**src/rtl/powlib_ipbytesrl_if.sv**
```systemverilog
// Handshake bundle for powlib_ipbytesrl: packed intr0 word in, enabled bytes out.
// POWLIB_OPW sets the op field width and defaults to 2 when not supplied.
`ifndef POWLIB_OPW
`define POWLIB_OPW 2
`endif

interface powlib_ipbytesrl_if #(
    parameter int B_BPD = 4
);
    localparam int B_DW = 8 * B_BPD;
    localparam int OPW  = `POWLIB_OPW;
    localparam int B_WW = B_DW + B_BPD + OPW;
    localparam int IW   = (B_BPD > 1) ? $clog2(B_BPD) : 1;

    logic [B_WW-1:0] wrdata;
    logic            wrvld;
    logic            wrrdy;
    logic [7:0]      rddata;
    logic [OPW-1:0]  rdop;
    logic [IW-1:0]   rdidx;
    logic            rdlast;
    logic            rdvld;
    logic            rdrdy;
    logic            busy;

    modport slave (
        input  wrdata, wrvld, rdrdy,
        output wrrdy, rddata, rdop, rdidx, rdlast, rdvld, busy
    );

    modport master (
        output wrdata, wrvld, rdrdy,
        input  wrrdy, rddata, rdop, rdidx, rdlast, rdvld, busy
    );
endinterface

```
**src/rtl/powlib_ipbytesrl.sv**
```systemverilog
// Serialises a packed intr0 word into its enabled bytes, lowest lane first.
// Define POWLIB_IPBYTESRL_BYPASS_EN to accept the next word alongside the last byte.
`ifndef POWLIB_OPW
`define POWLIB_OPW 2
`endif

module powlib_ipbytesrl #(
    parameter int B_BPD = 4
) (
    input logic                clk,
    input logic                rst,
    powlib_ipbytesrl_if.slave  bus
);
    localparam int B_DW = 8 * B_BPD;
    localparam int OPW  = `POWLIB_OPW;
    localparam int IW   = (B_BPD > 1) ? $clog2(B_BPD) : 1;

    typedef enum logic {IDLE, SHIFT} state_t;

    state_t           state;
    logic [B_DW-1:0]  data_q;
    logic [OPW-1:0]   op_q;
    logic [B_BPD-1:0] mask_q;

    logic [B_DW-1:0]  in_data;
    logic [B_BPD-1:0] in_be;
    logic [OPW-1:0]   in_op;
    logic             wr_rdy;
    logic             wr_xfer;
    logic             rd_xfer;
    logic [B_BPD-1:0] rem_mask;

    logic [B_DW-1:0]  src_data;
    logic [B_BPD-1:0] src_mask;
    logic [OPW-1:0]   src_op;
    logic [IW-1:0]    ld_idx;
    logic [7:0]       ld_byte;
    logic             ld_last;

    assign in_data  = bus.wrdata[B_DW-1:0];
    assign in_be    = bus.wrdata[B_DW +: B_BPD];
    assign in_op    = bus.wrdata[B_DW+B_BPD +: OPW];
    assign wr_xfer  = bus.wrvld & wr_rdy;
    assign rd_xfer  = bus.rdvld & bus.rdrdy;
    assign rem_mask = mask_q & ~(B_BPD'(1) << bus.rdidx);
    assign bus.wrrdy = wr_rdy;
    assign bus.busy  = (state == SHIFT);

    always_comb begin
        wr_rdy = 1'b0;
        if (rst) begin
            if (state == IDLE) begin
                wr_rdy = 1'b1;
            end
`ifdef POWLIB_IPBYTESRL_BYPASS_EN
            else begin
                wr_rdy = bus.rdvld & bus.rdlast & bus.rdrdy;
            end
`endif
        end
    end

    // Next byte comes from the held word mid-word, otherwise from the incoming word.
    always_comb begin
        src_data = in_data;
        src_mask = in_be;
        src_op   = in_op;
        if (state == SHIFT && !bus.rdlast) begin
            src_data = data_q;
            src_mask = rem_mask;
            src_op   = op_q;
        end
        ld_idx = '0;
        for (int i = B_BPD - 1; i >= 0; i--) begin
            if (src_mask[i]) begin
                ld_idx = IW'(i);
            end
        end
        ld_byte = '0;
        for (int i = 0; i < B_BPD; i++) begin
            if (ld_idx == IW'(i)) begin
                ld_byte = src_data[8*i +: 8];
            end
        end
        ld_last = ((src_mask & (src_mask - B_BPD'(1))) == '0);
    end

    always_ff @(posedge clk or negedge rst) begin
        if (!rst) begin
            state      <= IDLE;
            data_q     <= '0;
            op_q       <= '0;
            mask_q     <= '0;
            bus.rddata <= '0;
            bus.rdop   <= '0;
            bus.rdidx  <= '0;
            bus.rdlast <= 1'b0;
            bus.rdvld  <= 1'b0;
        end else begin
            case (state)
                IDLE: begin
                    if (wr_xfer && in_be != '0) begin
                        data_q     <= in_data;
                        op_q       <= in_op;
                        mask_q     <= in_be;
                        bus.rddata <= ld_byte;
                        bus.rdidx  <= ld_idx;
                        bus.rdop   <= src_op;
                        bus.rdlast <= ld_last;
                        bus.rdvld  <= 1'b1;
                        state      <= SHIFT;
                    end
                end
                SHIFT: begin
                    if (rd_xfer) begin
                        if (!bus.rdlast) begin
                            mask_q     <= rem_mask;
                            bus.rddata <= ld_byte;
                            bus.rdidx  <= ld_idx;
                            bus.rdop   <= src_op;
                            bus.rdlast <= ld_last;
                        end
`ifdef POWLIB_IPBYTESRL_BYPASS_EN
                        else if (wr_xfer && in_be != '0) begin
                            data_q     <= in_data;
                            op_q       <= in_op;
                            mask_q     <= in_be;
                            bus.rddata <= ld_byte;
                            bus.rdidx  <= ld_idx;
                            bus.rdop   <= src_op;
                            bus.rdlast <= ld_last;
                        end
`endif
                        else begin
                            bus.rdvld  <= 1'b0;
                            bus.rdlast <= 1'b0;
                            mask_q     <= '0;
                            state      <= IDLE;
                        end
                    end
                end
                default: state <= IDLE;
            endcase
        end
    end
endmodule

```
**src/flat_wrapper.sv**
```systemverilog
// flat-port wrapper written by rule: the top's interface ports become plain ports
module powlib_ipbytesrl_flat 
#(
    parameter int B_BPD = 4
)
  (clk, rst, bus_wrdata, bus_wrvld, bus_rdrdy, bus_wrrdy, bus_rddata, bus_rdop, bus_rdidx, bus_rdlast, bus_rdvld, bus_busy);
  powlib_ipbytesrl_if #(.B_BPD(B_BPD)) bus_i ();
  input logic clk;
  input logic rst;
  input wire logic [$bits(bus_i.wrdata)-1:0] bus_wrdata;
  input wire logic [$bits(bus_i.wrvld)-1:0] bus_wrvld;
  input wire logic [$bits(bus_i.rdrdy)-1:0] bus_rdrdy;
  output wire logic [$bits(bus_i.wrrdy)-1:0] bus_wrrdy;
  output wire logic [$bits(bus_i.rddata)-1:0] bus_rddata;
  output wire logic [$bits(bus_i.rdop)-1:0] bus_rdop;
  output wire logic [$bits(bus_i.rdidx)-1:0] bus_rdidx;
  output wire logic [$bits(bus_i.rdlast)-1:0] bus_rdlast;
  output wire logic [$bits(bus_i.rdvld)-1:0] bus_rdvld;
  output wire logic [$bits(bus_i.busy)-1:0] bus_busy;
  assign bus_i.wrdata = bus_wrdata;
  assign bus_i.wrvld = bus_wrvld;
  assign bus_i.rdrdy = bus_rdrdy;
  assign bus_wrrdy = bus_i.wrrdy;
  assign bus_rddata = bus_i.rddata;
  assign bus_rdop = bus_i.rdop;
  assign bus_rdidx = bus_i.rdidx;
  assign bus_rdlast = bus_i.rdlast;
  assign bus_rdvld = bus_i.rdvld;
  assign bus_busy = bus_i.busy;
  powlib_ipbytesrl #(.B_BPD(B_BPD)) u_core (.clk(clk), .rst(rst), .bus(bus_i));
endmodule
```
**config.mk**
```make
export PLATFORM = sky130hd
export DESIGN_NAME = powlib_ipbytesrl_flat
export DESIGN_NICKNAME = d
export VERILOG_FILES = /design/src/rtl/powlib_ipbytesrl_if.sv /design/src/rtl/powlib_ipbytesrl.sv /design/src/flat_wrapper.sv
export SDC_FILE = /design/constraint.sdc
export NUM_CORES = 1
export LEC_CHECK = 0
export BUFFER_PORTS_ARGS = -buffer_cell sky130_fd_sc_hd__buf_2
export CAP_MARGIN = 5
export CORE_UTILIZATION = 45
export CTS_CLUSTER_SIZE = 25
export DETAILED_ROUTE_END_ITERATION = 6
export PLACE_DENSITY = 0.77
export REMOVE_ABC_BUFFERS = 1
export SETUP_SLACK_MARGIN = 0.05
export SLEW_MARGIN = 20
export SYNTH_ARGS = -nofsm -noshare
export SYNTH_HDL_FRONTEND = slang
export SYNTH_SLANG_ARGS = --single-unit
```
**constraint.sdc**
```tcl
create_clock -name clk -period 2.3 [get_ports clk]
set_input_delay 0.115 -clock clk [delete_from_list [all_inputs] [get_ports clk]]
set_output_delay 0.115 -clock clk [all_outputs]
set_load 0.01 [all_outputs]
```
Word level (Yosys, flattened, before mapping):

Cells that the tools add are included.

* register bits: 53
* latch bits: 0
* memory bits (writable): 0
* memory bits (read-only): 0
* bits of input ports: 42
* logic and storage cells: 75
* memories kept: 0

* add/subtract/negate cells: 1
* $mul: 0
* divide/modulo/power cells: 0
* $lt $le $gt $ge: 0
* equal/unequal tests: 7
* shift-type cells: 1
* muxes and demuxes: 41
* bitwise operators: 6
* reductions and logical operators: 10

Operators with widths (number)
* $mux 8: 7
* $mux 32: 1
* $mux 2: 11
* $mux 4: 4
* $pmux 8 s2: 1
* $mux 1: 11
* $and 4x4->4: 2
* $pmux 2 s2: 2
* $pmux 4 s2: 1
* $ne 2x2->1 const B: 3
* $pmux 1 s2: 3
* $reduce_and 3->1: 2
* $eq 2x2->1 const B: 2
* $logic_not 4->1: 1
* $not 4->4: 1
* $reduce_and 2->1: 2
* $reduce_bool 4->1: 1
* $shl 1x2->4 const A: 1
* $sub 4x1->4 const B: 1
* $and 1x1->1: 2
* $eq 2x1->1 const B: 1
* $logic_and 1x1->1: 2
* $logic_not 2->1: 1
* $ne 2x1->1 const B: 1
* 2 further kinds: 2

Longest topological paths before layout:

* word-level depth: 16
* depth in mapped cells: 9
* mapped depth without buffers: 6

Least setup slack after synthesis:

OpenSTA, ideal clock, no wires.

* path type: reg2reg
* from: register u_core.state (netlist: u_core.bus.busy)
* to: register u_core.bus.rddata[0]
* arrival time: 1.876 ns
* required time: 2.174 ns
* slack: 0.299 ns
* stages on the path, launching flop included: 9
* path buffers: 2
* clock period less this slack: 2.001 ns
* cells stage by stage: dfrtp_1 -> nor2b_4 -> buf_6 -> mux2i_1 -> a211oi_4 -> and2_1 -> buf_4 -> a221oi_2 -> a21oi_1

* word-level cells in the longest chain between the ends: 14
* elaborated cells on any way between the ends: 28
* those cells by class: eq/ne (6); mux (16); bitwise (2); reduce/logical (4)

Ends and longest elaborated chain
* from (decl): RTL line powlib_ipbytesrl.sv:20 `state_t state;`
* from (signal assigned): RTL line powlib_ipbytesrl.sv:90 `state <= IDLE;`
* from (signal assigned): RTL line powlib_ipbytesrl.sv:111 `state <= SHIFT;`
* from (signal assigned): RTL line powlib_ipbytesrl.sv:138 `state <= IDLE;`
* $logic_and 1x1->1: RTL line powlib_ipbytesrl.sv:68 `if (state == SHIFT && !bus.rdlast) begin`
* $mux 4: RTL line powlib_ipbytesrl.sv:68
* $mux 2 (4 in series): RTL line powlib_ipbytesrl.sv:75 `if (src_mask[i]) begin`
* $logic_not 2->1: RTL line powlib_ipbytesrl.sv:81 `if (ld_idx == IW'(i)) begin`
* $mux 8 (4 in series): RTL line powlib_ipbytesrl.sv:81
* $mux 8: RTL line powlib_ipbytesrl.sv:116 `if (!bus.rdlast) begin`
* $mux 8: RTL line powlib_ipbytesrl.sv:115 `if (rd_xfer) begin`
* $pmux 8 s2: RTL line powlib_ipbytesrl.sv:100 `case (state)`
* to (signal assigned): RTL line powlib_ipbytesrl.sv:106 `bus.rddata <= ld_byte;`
* to (signal assigned): RTL line powlib_ipbytesrl.sv:118 `bus.rddata <= ld_byte;`
* to (decl): RTL line powlib_ipbytesrl_if.sv:28 `output wrrdy, rddata, rdop, rdidx, rdlast, rdvld, busy`

Parallel ways exist; a longest one is shown, timed or not. The select of a mux whose other input is x is not followed.
A chain may end at the register's enable or synchronous reset.

Worst setup path after layout:

* from: register u_core.bus.rdlast
* to: register u_core.bus.rddata[0]

* word-level cells in the longest chain between the ends: 15
* elaborated cells on any way between the ends: 22
* those cells by class: eq/ne (4); mux (14); reduce/logical (4)

Ends and longest elaborated chain
* from (decl): RTL line powlib_ipbytesrl_if.sv:28
* from (signal assigned): RTL line powlib_ipbytesrl.sv:109 `bus.rdlast <= ld_last;`
* from (signal assigned): RTL line powlib_ipbytesrl.sv:121 `bus.rdlast <= ld_last;`
* $logic_not 1->1: RTL line powlib_ipbytesrl.sv:68
* $logic_and 1x1->1: RTL line powlib_ipbytesrl.sv:68
* $mux 4: RTL line powlib_ipbytesrl.sv:68
* $mux 2 (4 in series): RTL line powlib_ipbytesrl.sv:75
* $logic_not 2->1: RTL line powlib_ipbytesrl.sv:81
* $mux 8 (4 in series): RTL line powlib_ipbytesrl.sv:81
* $mux 8: RTL line powlib_ipbytesrl.sv:116
* $mux 8: RTL line powlib_ipbytesrl.sv:115
* $pmux 8 s2: RTL line powlib_ipbytesrl.sv:100

Parallel ways exist; a longest one is shown, timed or not. The select of a mux whose other input is x is not followed.

==> metrics.md <==
| Metric | Value |
|---|---|
| Synth Warn # | 0 |
| Total congestion overflow | 0 |
| Total power | approximately 4.7 mW |
| RSZ-0062 raised after global routing | true |
| Total Routing Usage GR | 0.217 |
| Main combinational cell family by area after synthesis | compound AO/OA/AOI/OAI gates |
| Worst Skew | just under 0.006 ns |
| Crit-path max FO | 9 |
| Failing checks | negative hold slack |
| Multiplexer share of the synthesized area | 0.169 |
| CP Capture Type | register |
| Final core area utilization | 0.542 |
| Share of layout cells above drive strength 1 | 0.353 |
| Period utilisation layout | 0.920 |
| Setup slack on the worst flop-to-flop path | 0.18 ns |
| Slew @ Worst Pin | between 0.6 and 0.7 ns |
| Worst EP arrival | approximately 2.3 ns |
| Avg WL per Cell | between 15 and 20 um |
| Mapped Avg Cell Area | about 9.9 um2 |
| First-pass GRT wire length | roughly 11,000 um |
| Hold WC Path Type | input port to async pin |
| Drt pass-1 iters | 4 |
| Postcts setup bufs | 0 |
| Max H-tree Level | 2 |
| Clk_lat worst skew | between 0.3 and 0.4 ns |
| Cell variety after synth | 34 |
| DIE HEIGHT | approximately 83 um |
| Fmax | 473 MHz |
| Final setup violation count | 0 |
| IO Pins | slightly below 60 |
| Reg2Reg Depth | 6 |
| Complex-gate fraction of the synthesized area | 0.201 |
| Post-Synth Adder-Cell Area | 0 |
| Vias in the first global route | 2,242 |
| Max VDD drop | 0.000613 V |
| R2R Path End | u_core.bus.rddata[0] |
| Pin count of the biggest net entering global routing | between 50 and 60 |
| Final hold vios | 38 |
| Pwr Density | roughly 1400 nW/um2 |
| RR Startpoint | u_core.bus.rdlast |
| Status | complete, but fails checks |
| Initial antenna violation count | 0 |
| CTS tree | yes |
| Leakage | between 1.5 and 2 nW |
| Nets | between 300 and 400 |
| Placed inst area | 3320 um2 |
| Slew Viols, Final | 0 |
| Crit path kind | register to register |
| Slew headroom | 0.548 |
| CTS Sinks | between 50 and 60 |
| Commonest non-fill, non-tap cell in the layout | nand2_1 |
| Seq/Total Area, Yosys | 0.453 |
| Vias per Instance | 5.66 |
| Area grow syn2layout | 16.8% |
| Simple-Gate Fraction of Synth Area | 0.140 |
| Area of the core | 6310 um2 |
| Dpl hpwl | 5300 um |
| Worst-path clk slew | roughly 0.090 ns |
| Most frequent cells in the layout | 61 x nand2_1, 57 x buf_2, 53 x dfrtp_1 |
| Final instance area | around 3400 um2 |
| Ant diodes | 0 |
| Max-cap violations | 0 |
| DR iter-0 viols | 220 |
| Seq cells post-synth | 53 |
| Drt drc | 0 |
| Vias after detailed routing | approximately 2,500 |
| Final wirelength | ~7000 um |
| Mapped Cells | a little under 300 |
| Clk root buf | clkbuf_8 |
| Max Buffers Root-to-Sink | 2 |
| Data required time of the critical path | ~2.5 ns |
| CP startpoint kind | register |
| # rows | 29 |
| Die footprint | about 6800 um2 |
| Buffers on Ports | 57 |
| Die width | slightly above 80 um |
| Routability cong. | between 0.9 and 1 |
| Starting Density | 0.464 |
| CTS buffer count | 5 |
| Final worst path period need | approximately 2.1 ns |
| Min Hold Slack | -0.0221 ns |
| Antenna-violating nets left | 0 |
| Synth Area in XOR/XNOR | 0 |
| Mapped cell area | between 2000 and 3000 um2 |
==> where the power goes <==
group	total (mW)	leakage (nW)	internal, mW	switching [mW]
logic	2.47	0.884	1.11	1.36
clock network	0.512	0.0374	0.215	0.298
registers	1.67	0.639	1.39	0.280
total	4.66	1.56	2.72	1.94
==> through the flow <==
stage	cells	TNS, ns	hold slack [ns]	setup slack [ns]
detailed placement	425	0	0.343	0.160
CTS	433	0	0.00166	0.147
global route	434	0	0.0430	0.0182
finish	434	0	-0.0221	0.185
global placement	425	0	0.340	0.232
floorplan	276	-6.00	-0.181	-0.395
==> cells by family (layout without fill, tap and decap cells) <==
group                  count (synthesis)  in the layout
AOI/OAI and AO/OA                     88             88
buffers and inverters                 21             81
DFF                                   53             53
muxes                                 45             45
and+or+nand+nor                       89             90
==> critical path: stages (launching register included) <==
cell      delay [ns]
dfrtp_1         0.50
nor2b_4         0.28
mux2_2          0.38
and3_1          0.22
and2_1          0.26
a221oi_2        0.27
a21oi_1         0.09
==> synth_stat cells <==
library cell | count | area share
mux2_2 | 35 | 0.13
buf_2 | 7 | 0.012
or4_1 | 1 | 0.0026
a221o_1 | 1 | 0.0034
and3_1 | 4 | 0.0085
dfrtp_1 | 53 | 0.45
nand3_4 | 1 | 0.0060
nand3_1 | 5 | 0.0085
a221oi_1 | 7 | 0.021
o21ai_0 | 20 | 0.034
o21bai_1 | 7 | 0.018
nor2_1 | 4 | 0.0051
clkbuf_1 | 9 | 0.012
mux2i_1 | 10 | 0.034
a22oi_1 | 7 | 0.018
a221oi_2 | 2 | 0.010
buf_4 | 2 | 0.0051
nor2b_4 | 1 | 0.0047
a31oi_1 | 4 | 0.0085
nand2b_1 | 2 | 0.0043
a31oi_4 | 1 | 0.0073
a21o_1 | 2 | 0.0051
and2_1 | 8 | 0.017
and2b_1 | 1 | 0.0026
a22o_1 | 3 | 0.0090
nand2_1 | 61 | 0.078
buf_6 | 2 | 0.0077
a31o_2 | 2 | 0.0060
a21boi_0 | 1 | 0.0026
a211oi_4 | 1 | 0.0068
o21ai_1 | 3 | 0.0051
inv_1 | 1 | 0.0013
or2b_1 | 1 | 0.0026
a21oi_1 | 27 | 0.046
==> layout make-up <==
cell class,count,area (um2)
Fill cell,573,2890
Timing Repair Buffer,72,398
Clock inverter,2,15.0
Multi-Input combinational cell,223,1510
Clock buffer,6,72.6
Inverter,1,3.75
Tap cell,77,96.3
Sequential cell,53,1330
==> timing repair <==
| item | CTS | global route |
|---|---|---|
| hold endpoints to repair | 0 | 0 |
| setup endpoints to repair | 0 | 7 |
| hold buffers | 0 | 0 |
| gates resized for setup | 0 | 2 |
==> worst max-delay path by stage <==
stage	slack, ns	endpoint	startpoint	depth (start not counted)
floorplan	-0.39	u_core.bus.rddata[0]	u_core.bus.busy	6
global placement	0.23	u_core.bus.rddata[0]	u_core.bus.rdlast	6
detailed placement	0.16	u_core.bus.rddata[0]	u_core.bus.rdlast	6
CTS	0.15	u_core.bus.rddata[0]	u_core.bus.rdlast	6
global route	0.02	u_core.bus.rddata[7]	u_core.bus.rdlast	6
finish	0.18	u_core.bus.rddata[0]	u_core.bus.rdlast	6
==> sequential cells by signal, summed over array words and instances (netlist names), 2 cells and up <==
signal	count
u_core.data_q	32
u_core.bus.rddata	8
u_core.bus.rdidx	2
u_core.mask_q	4
u_core.bus.rdop	2
u_core.op_q	2
==> metal layers <==
metal	routed length, um	global-route usage	vias to the layer above
li1	-	-	1182
met3	528	0.0275	15
met1	3190	0.314	1158
met5	0	0	-
met2	3280	0.336	102
met4	97	0.0672	0
No activity file was read; power rests on OpenSTA's default activity.
